$ cat src/rtl/data_sram_like_bridge_if.sv
// data_sram_like_bridge_if
//   Bundle of the sram-like data bus (req / addr_ok / data_ok).
//   master : the bridge; it drives request, write flag, size, strobes, address and write data.
//   slave  : the memory side; it drives addr_ok, data_ok and read data.
//   Handshake: a request is accepted in the cycle where data_req and data_addr_ok are both
//   high; its response is the next cycle (strictly later) where data_data_ok is high, and
//   responses return in request order. data_data_ok is always consumed, never back-pressured.
interface data_sram_like_bridge_if #(
  parameter int ADDR_W = 32,
  parameter int DATA_W = 32
);
  logic              data_req;
  logic              data_wr;
  logic [1:0]        data_size;
  logic [3:0]        data_wstrb;
  logic [ADDR_W-1:0] data_addr;
  logic [DATA_W-1:0] data_wdata;
  logic              data_addr_ok;
  logic              data_data_ok;
  logic [DATA_W-1:0] data_rdata;

  modport master (
    output data_req, data_wr, data_size, data_wstrb, data_addr, data_wdata,
    input  data_addr_ok, data_data_ok, data_rdata
  );

  modport slave (
    input  data_req, data_wr, data_size, data_wstrb, data_addr, data_wdata,
    output data_addr_ok, data_data_ok, data_rdata
  );
endinterface

$ cat src/rtl/data_sram_like_bridge.sv
// data_sram_like_bridge
//   Data-side bridge between the MEM stage of the 5-stage MIPS pipe and the sram-like
//   data bus. Turns a single-cycle MEM load/store into a split address/data handshake,
//   raises d_stall while the access is unfinished and holds the result until the MEM
//   register advances, so a frozen MEM stage never re-issues the access.
//
//   Ports
//     clk, rst        : clock, asynchronous active-high reset
//     mem_en/wr/size/sel/addr/wdata : MEM-stage access request
//     mem_cancel      : MEM-stage exception, suppresses issue (looked at only when idle)
//     pipe_adv        : MEM register advances this cycle
//     mem_rdata       : load data to the datapath
//     d_stall         : MEM access not finished
//     bus             : sram-like data bus, master side
//     dbg_state       : current FSM state (IDLE=0, ADDR=1, DATA=2, DONE=3)
//
//   Build option: define DBRIDGE_WBUF_EN for a one-entry posted store. A store then
//   finishes for the pipeline at addr_ok and its data_ok retires it in the background;
//   no new access issues while it is outstanding.
module data_sram_like_bridge #(
  parameter int ADDR_W = 32,
  parameter int DATA_W = 32
) (
  input  logic              clk,
  input  logic              rst,
  input  logic              mem_en,
  input  logic              mem_wr,
  input  logic [1:0]        mem_size,
  input  logic [3:0]        mem_sel,
  input  logic [ADDR_W-1:0] mem_addr,
  input  logic [DATA_W-1:0] mem_wdata,
  input  logic              mem_cancel,
  input  logic              pipe_adv,
  output logic [DATA_W-1:0] mem_rdata,
  output logic              d_stall,
  data_sram_like_bridge_if.master bus,
  output logic [1:0]        dbg_state
);

  typedef enum logic [1:0] {
    S_IDLE = 2'd0,
    S_ADDR = 2'd1,
    S_DATA = 2'd2,
    S_DONE = 2'd3
  } state_t;

`ifdef DBRIDGE_WBUF_EN
  localparam bit WBUF_EN = 1'b1;
`else
  localparam bit WBUF_EN = 1'b0;
`endif

  state_t            state_q, state_d;
  logic              wr_q, wr_d;
  logic [1:0]        size_q, size_d;
  logic [3:0]        sel_q, sel_d;
  logic [ADDR_W-1:0] addr_q, addr_d;
  logic [DATA_W-1:0] wdata_q, wdata_d;
  logic [DATA_W-1:0] rdata_q, rdata_d;

  logic live;       // MEM holds an access that is allowed to go to the bus
  logic start;      // access issues this cycle
  logic blocked;    // a posted store still owns the bus
  logic posted_hs;  // a posted store is accepted this cycle

`ifdef DBRIDGE_WBUF_EN
  logic wb_pend_q, wb_pend_d;

  // The data_ok that frees the buffer also lets the next access issue in the same cycle.
  assign blocked = wb_pend_q & ~bus.data_data_ok;

  always_comb begin
    wb_pend_d = wb_pend_q;
    if (bus.data_data_ok) wb_pend_d = 1'b0;
    if (posted_hs)        wb_pend_d = 1'b1;
  end

  always_ff @(posedge clk or posedge rst) begin
    if (rst) wb_pend_q <= 1'b0;
    else     wb_pend_q <= wb_pend_d;
  end
`else
  assign blocked = 1'b0;
`endif

  always_comb begin
    state_d   = state_q;
    wr_d      = wr_q;
    size_d    = size_q;
    sel_d     = sel_q;
    addr_d    = addr_q;
    wdata_d   = wdata_q;
    rdata_d   = rdata_q;
    posted_hs = 1'b0;

    bus.data_req   = 1'b0;
    bus.data_wr    = 1'b0;
    bus.data_size  = 2'd0;
    bus.data_wstrb = 4'd0;
    bus.data_addr  = '0;
    bus.data_wdata = '0;

    d_stall   = 1'b0;
    mem_rdata = rdata_q;

    // rst gating keeps every output at zero while reset is held, even if MEM is active.
    live  = mem_en & ~mem_cancel & ~rst;
    start = live & (state_q == S_IDLE) & ~blocked;

    case (state_q)
      S_IDLE: begin
        if (live & blocked) d_stall = 1'b1;
        if (start) begin
          bus.data_req   = 1'b1;
          bus.data_wr    = mem_wr;
          bus.data_size  = mem_size;
          bus.data_wstrb = mem_sel;
          bus.data_addr  = mem_addr;
          bus.data_wdata = mem_wdata;
          wr_d    = mem_wr;
          size_d  = mem_size;
          sel_d   = mem_sel;
          addr_d  = mem_addr;
          wdata_d = mem_wdata;
          if (bus.data_addr_ok) begin
            posted_hs = WBUF_EN & mem_wr;
            if (posted_hs) begin
              state_d = pipe_adv ? S_IDLE : S_DONE;
            end else begin
              state_d = S_DATA;
              d_stall = 1'b1;
            end
          end else begin
            state_d = S_ADDR;
            d_stall = 1'b1;
          end
        end
      end
      S_ADDR: begin
        // MEM inputs may change once issued; the bus keeps the latched copy.
        bus.data_req   = 1'b1;
        bus.data_wr    = wr_q;
        bus.data_size  = size_q;
        bus.data_wstrb = sel_q;
        bus.data_addr  = addr_q;
        bus.data_wdata = wdata_q;
        if (bus.data_addr_ok) begin
          posted_hs = WBUF_EN & wr_q;
          if (posted_hs) begin
            state_d = pipe_adv ? S_IDLE : S_DONE;
          end else begin
            state_d = S_DATA;
            d_stall = 1'b1;
          end
        end else begin
          d_stall = 1'b1;
        end
      end
      S_DATA: begin
        if (bus.data_data_ok) begin
          rdata_d   = bus.data_rdata;
          mem_rdata = bus.data_rdata;
          state_d   = pipe_adv ? S_IDLE : S_DONE;
        end else begin
          d_stall = 1'b1;
        end
      end
      S_DONE: begin
        if (pipe_adv) state_d = S_IDLE;
      end
      default: state_d = S_IDLE;
    endcase
  end

  always_ff @(posedge clk or posedge rst) begin
    if (rst) begin
      state_q <= S_IDLE;
      wr_q    <= 1'b0;
      size_q  <= 2'd0;
      sel_q   <= 4'd0;
      addr_q  <= '0;
      wdata_q <= '0;
      rdata_q <= '0;
    end else begin
      state_q <= state_d;
      wr_q    <= wr_d;
      size_q  <= size_d;
      sel_q   <= sel_d;
      addr_q  <= addr_d;
      wdata_q <= wdata_d;
      rdata_q <= rdata_d;
    end
  end

  assign dbg_state = state_q;

endmodule

$ cat src/flat_wrapper.sv
// flat-port wrapper written by rule: the top's interface ports become plain ports
module data_sram_like_bridge_flat 
#(
  parameter int ADDR_W = 32,
  parameter int DATA_W = 32
)
  (clk, rst, mem_en, mem_wr, mem_size, mem_sel, mem_addr, mem_wdata, mem_cancel, pipe_adv, mem_rdata, d_stall, dbg_state, bus_data_req, bus_data_wr, bus_data_size, bus_data_wstrb, bus_data_addr, bus_data_wdata, bus_data_addr_ok, bus_data_data_ok, bus_data_rdata);
  data_sram_like_bridge_if #(.ADDR_W(ADDR_W), .DATA_W(DATA_W)) bus_i ();
  input  logic clk;
  input  logic rst;
  input  logic mem_en;
  input  logic mem_wr;
  input  logic [1:0] mem_size;
  input  logic [3:0] mem_sel;
  input  logic [ADDR_W-1:0] mem_addr;
  input  logic [DATA_W-1:0] mem_wdata;
  input  logic mem_cancel;
  input  logic pipe_adv;
  output logic [DATA_W-1:0] mem_rdata;
  output logic d_stall;
  output logic [1:0] dbg_state;
  output wire logic [$bits(bus_i.data_req)-1:0] bus_data_req;
  output wire logic [$bits(bus_i.data_wr)-1:0] bus_data_wr;
  output wire logic [$bits(bus_i.data_size)-1:0] bus_data_size;
  output wire logic [$bits(bus_i.data_wstrb)-1:0] bus_data_wstrb;
  output wire logic [$bits(bus_i.data_addr)-1:0] bus_data_addr;
  output wire logic [$bits(bus_i.data_wdata)-1:0] bus_data_wdata;
  input wire logic [$bits(bus_i.data_addr_ok)-1:0] bus_data_addr_ok;
  input wire logic [$bits(bus_i.data_data_ok)-1:0] bus_data_data_ok;
  input wire logic [$bits(bus_i.data_rdata)-1:0] bus_data_rdata;
  assign bus_data_req = bus_i.data_req;
  assign bus_data_wr = bus_i.data_wr;
  assign bus_data_size = bus_i.data_size;
  assign bus_data_wstrb = bus_i.data_wstrb;
  assign bus_data_addr = bus_i.data_addr;
  assign bus_data_wdata = bus_i.data_wdata;
  assign bus_i.data_addr_ok = bus_data_addr_ok;
  assign bus_i.data_data_ok = bus_data_data_ok;
  assign bus_i.data_rdata = bus_data_rdata;
  data_sram_like_bridge #(.ADDR_W(ADDR_W), .DATA_W(DATA_W)) u_core (.clk(clk), .rst(rst), .mem_en(mem_en), .mem_wr(mem_wr), .mem_size(mem_size), .mem_sel(mem_sel), .mem_addr(mem_addr), .mem_wdata(mem_wdata), .mem_cancel(mem_cancel), .pipe_adv(pipe_adv), .mem_rdata(mem_rdata), .d_stall(d_stall), .bus(bus_i), .dbg_state(dbg_state));
endmodule
$ cat config.mk
export PLATFORM = sky130hd
export DESIGN_NAME = data_sram_like_bridge_flat
export DESIGN_NICKNAME = d
export VERILOG_FILES = /design/src/rtl/data_sram_like_bridge_if.sv /design/src/rtl/data_sram_like_bridge.sv /design/src/flat_wrapper.sv
export SDC_FILE = /design/constraint.sdc
export NUM_CORES = 1
export LEC_CHECK = 0
export ABC_AREA = 0
export CAP_MARGIN = 20
export CORE_ASPECT_RATIO = 0.8
export CORE_MARGIN = 3
export CORE_UTILIZATION = 42
export DETAILED_ROUTE_END_ITERATION = 16
export PLACE_DENSITY = 0.8
export RECOVER_POWER = 100
export SLEW_MARGIN = 10
export SYNTH_ARGS = -nofsm -noshare
export SYNTH_HDL_FRONTEND = slang
export SYNTH_SLANG_ARGS = --single-unit
$ cat constraint.sdc
create_clock -name clk -period 3.8 [get_ports clk]
set_input_delay 0.57 -clock clk [delete_from_list [all_inputs] [get_ports clk]]
set_output_delay 0.57 -clock clk [all_outputs]
set_load 0.005 [all_outputs]
== Word level (Yosys, flattened, before mapping) ==
Index checks and enable logic that the tools add are counted.

* Output and inout port bits: 107
* Logic and storage cells: 45
* Bits of input ports: 110
* Register bits: 105

* Mux-type cells: 23
* Equality and inequality tests: 7
* Reduce and logical (&&, ||, !) cells: 3
* Bitwise operators: 5

{| class="wikitable"
|+ Operators by type and width
! kind !! number
|-
| 2-to-1 mux 32 bit || 4
|-
| one-hot mux 32 bit (2 select lines) || 2
|-
| 2-to-1 mux 2 bit || 7
|-
| one-hot mux 2 bit (4 select lines) || 1
|-
| one-hot mux 4 bit (2 select lines) || 1
|-
| != test 2 bit, second input constant || 3
|-
| == test 2 bit, second input constant || 2
|-
| 2-to-1 mux 4 bit || 1
|-
| one-hot mux 1 bit (2 select lines) || 2
|-
| one-hot mux 2 bit (2 select lines) || 1
|-
| AND reduction 4 bit || 1
|-
| bitwise AND 1 bit || 3
|-
| 2-to-1 mux 1 bit || 3
|-
| one-hot mux 1 bit (3 select lines) || 1
|-
| == test 2 x 1 -> 1 bit, second input constant || 1
|-
| zero test 2 bit || 1
|-
| != test 2 x 1 -> 1 bit, second input constant || 1
|-
| NOT 1 bit || 2
|-
| AND reduction 2 bit || 1
|}

== Longest topological paths before layout ==
* Depth in word-level cells: 6
* Depth in mapped cells: 6
* Mapped depth without buffers: 3

== Least setup slack after synthesis ==
No wires, ideal clock.

* Kind: in2out
* Start: in mem_en
* End: out d_stall
* Slack: 1.698 ns
* Path buffers: 2
* Data arrival time: 1.532 ns
* Required time: 3.230 ns
* Stages on the path: 5
* Path through: nor3b_2 -> nor3b_2 -> buf_6 -> buf_12 -> or3_1

* Longest elaborated chain between the ends: 5

{| class="wikitable"
|+ Ends and longest elaborated chain
! what !! RTL line !! text
|-
| from (decl) || flat_wrapper.sv:11 || <nowiki>input logic mem_en;</nowiki>
|-
| bitwise AND 1 bit (2 in series) || data_sram_like_bridge.sv:107 || <nowiki>live = mem_en & ~mem_cancel & ~rst;</nowiki>
|-
| bitwise AND 1 bit || data_sram_like_bridge.sv:108 || <nowiki>start = live & (state_q == S_IDLE) & ~blocked;</nowiki>
|-
| 2-to-1 mux 1 bit || data_sram_like_bridge.sv:113 || <nowiki>if (start) begin</nowiki>
|-
| one-hot mux 1 bit (3 select lines) || data_sram_like_bridge.sv:110 || <nowiki>case (state_q)</nowiki>
|-
| to (decl) || flat_wrapper.sv:20 || <nowiki>output logic d_stall;</nowiki>
|}

No other way between the ends.

== Worst setup path in the final report ==
* Start: in mem_en
* End: out bus_data_addr[20]

* Longest elaborated chain between the ends: 5

{| class="wikitable"
|+ Ends and longest elaborated chain
! what !! RTL line !! text
|-
| bitwise AND 1 bit (2 in series) || data_sram_like_bridge.sv:107 ||
|-
| bitwise AND 1 bit || data_sram_like_bridge.sv:108 ||
|-
| 2-to-1 mux 32 bit || data_sram_like_bridge.sv:113 ||
|-
| one-hot mux 32 bit (2 select lines) || data_sram_like_bridge.sv:110 ||
|-
| to (decl) || flat_wrapper.sv:26 || <nowiki>output wire logic [$bits(bus_i.data_addr)-1:0] bus_data_addr;</nowiki>
|}

No other way between the ends.

==> impl_metrics.tcl <==
set metrics [dict create \
    status "finished, violations left" \
    violations "capacitance limit, slew limit" \
    clkLatencyLatePin_ns 0.34 \
    fin_cells 680 \
    yosysWarnings 0 \
    critical_path.endpoint_type "output port" \
    core_area_sq_um 11100 \
    reg2reg_slack_ns 1.49 \
    arrival_ns 2.96 \
    worstPathRequired_ns 3.23 \
    synth_cells 322 \
    grt_pass1_wl_mm 18.8 \
    place_hpwl_mm 8.48 \
    wl_mm 11.5 \
    slew_headroom_pct -61.6 \
    io_buffer_count 216 \
    stdcell_area_sq_um 7330 \
    report.final.setup_viol 0 \
    grt-ovfl-total 0 \
    worst_ir_drop_vdd_mv 0.463 \
    syn_area_sq_um 4870 \
    firstDrtPassIters 4 \
    max_freq_ghz 0.283 \
    cts.repair.resized 0 \
    synthToLayoutAreaGrowth_pct 50.6 \
    initial_core_util_pct 43.8 \
    num_rows 34 \
    wl_per_cell_um 16.9 \
    max_stage_delay_ns 0.58 \
    maxSlewViolCount 53 \
    hold_buffers 0 \
    antenna_found_initial 0 \
    hold_viol 0 \
    tightest_slew_ns 2.41 \
    drcViolationCount 0 \
    maxCapViolCount 1 \
    die_x_um 126 \
    synth_ff_type "dfrtp_1" \
    cp_max_fo 60 \
    grt_pass1_vias 3777 \
    ys_ff_latch 105 \
    cts_root_buffer "clkbuf_16" \
    clock_path_buffers 2 \
    post-cts-setup-buffers 0 \
    seq_area_frac_synth_pct 54.0 \
    h-tree-depth 3 \
    numCtsBuffers 9 \
    place_area_sq_um 7050 \
    n_antenna_cell 0 \
    dp.cells 664 \
    drive_gt1_share_pct 29.7 \
    drtIter0Drc 116 \
    hold_slack_ns 0.485 \
    synthesis.nets 432 \
    num_io_pins 217 \
    synth_edf_count 0 \
    finalCritPeriodShare_pct 92.9 \
    grt_max_degree 63 \
    power.density_nw_per_um2 676 \
    setup_tns_ns 0 \
    cts_tree "built" \
    power_uw 4960 \
    clkSinkCount 105 \
    p_leak_uw 0.00321 \
    rsz0062_at_grt "no" \
    min_path_type "reg -> reg" \
    vias 3464 \
    min_period_ns 3.53 \
    final_nets 641 \
    place_congestion 0.748 \
    worstSetupPathType "in -> out" \
    grtUsageTotal_pct 18.1 \
    cpMaxStageDelayCell "dlygate4sd3_1" \
    die_h_um 102 \
    startpoint_type "input pin" \
    finClkSkew_ns 0.00555 \
    antenna_left 0 \
    path_clk_slew_ns 0.07 \
    fp.dieArea_sq_um 12900 \
    synth_area_per_cell_sq_um 15.1 \
    worstPathCellList "clkdlybuf4s50_1 > nor3b_1 > nor3b_4 > buf_12 > a22o_2 > dlygate4sd3_1" \
    ys_types 21 \
    synthArstFlopShare_pct 100 \
    vias_per_cell 5.09 \
]
[cell families after synthesis]
| logic type | Yosys count | share of synthesized area (%) |
|---|---|---|
| AOI/OAI and AO/OA | 74 | 14.4 |
| buffers and inverters | 29 | 6.22 |
| DFF | 105 | 54.0 |
| muxes | 103 | 23.8 |
| and+or+nand+nor | 11 | 1.59 |
[stage by stage]
stage	setup WS, ns	utilization (%)
6_report	0.269	66.0
3_5_place_dp	0.419	63.5
2_1_floorplan	0.469	-
4_1_cts	0.417	66.2
3_3_place_gp	0.471	63.5
5_1_grt	0.168	66.0
[flip-flops by register name, summed over array words and instances (netlist names)]
| name | count |
|---|---|
| u_core.wr_q | 1 |
| u_core.wdata_q | 32 |
| u_core.rdata_q | 32 |
| u_core.sel_q | 4 |
| u_core.size_q | 2 |
| u_core.addr_q | 32 |
| u_core.dbg_state | 2 |
[per-layer routing]
metal	vias up	track usage [%]	routed length (um)
li1	1627	-	-
met3	10	8.31	1170
met4	0	4.78	116
met1	1693	21.6	4720
met5	-	0	0
met2	134	30.0	5510
[report_power, final]
part | switching, uW | internal [uW]
Combinational | 750 | 1380
Clock | 387 | 500
Sequential | 262 | 1680
Total | 1400 | 3560
[Yosys cell counts, drive strengths merged, types with 2 or more instances]
cell type,instances,share of area [%]
mux2,103,24
dfrtp,105,54
a22o,71,14
nand2,2,0.15
nor2b,2,0.26
clkbuf,13,2.1
nor3b,3,0.67
o21ai,2,0.21
buf,15,4.1
[cells in the final DEF, fill, tap and decap left out, drive strengths merged]
| cell type | Yosys | routed |
|---|---|---|
| nor2b | 2 | 2 |
| clkdlybuf4s50 | 0 | 110 |
| a2111oi | 1 | 1 |
| nand3b | 1 | 1 |
| buf | 15 | 7 |
| clkbuf | 13 | 16 |
| dfrtp | 105 | 105 |
| clkinvlp | 0 | 3 |
| nand2 | 2 | 2 |
| clkinv | 0 | 1 |
| nor3b | 3 | 3 |
| or3 | 1 | 1 |
| a22o | 71 | 71 |
| mux2 | 103 | 103 |
| dlygate4sd3 | 0 | 106 |
| or2 | 1 | 1 |
| o21ai | 2 | 2 |
| nor3 | 1 | 1 |
[critical path, delay by kind of cell]
family	cells	cell delay, ns
buffers and inverters	3	1.36
and+or+nand+nor	2	0.81
AOI/OAI and AO/OA	1	0.20
[final cells by class]
class                   instances  area (sq um)
flip-flops and latches        105          2630
inverters                       1          5.00
fillers                       837          3770
clock buffers                  13           270
clock inverters                 3          23.8
well taps                     144           180
multi-input cells             188          1950
repair buffers                226          2280
[worst paths after layout]
path | from | end | cells after the start
worst min register to register | u_core.rdata_q[0] | u_core.rdata_q[0] | 1
worst max-delay path | mem_en | bus_data_addr[20] | 6
max in group asynchronous | rst | u_core.wdata_q[17] | 2
worst max register to register | u_core.dbg_state[1] | u_core.wdata_q[22] | 4
worst min-delay path | u_core.rdata_q[0] | u_core.rdata_q[0] | 1
min in group asynchronous | rst | u_core.addr_q[4] | 2
Note: power is estimated with default switching activity, not from simulation.
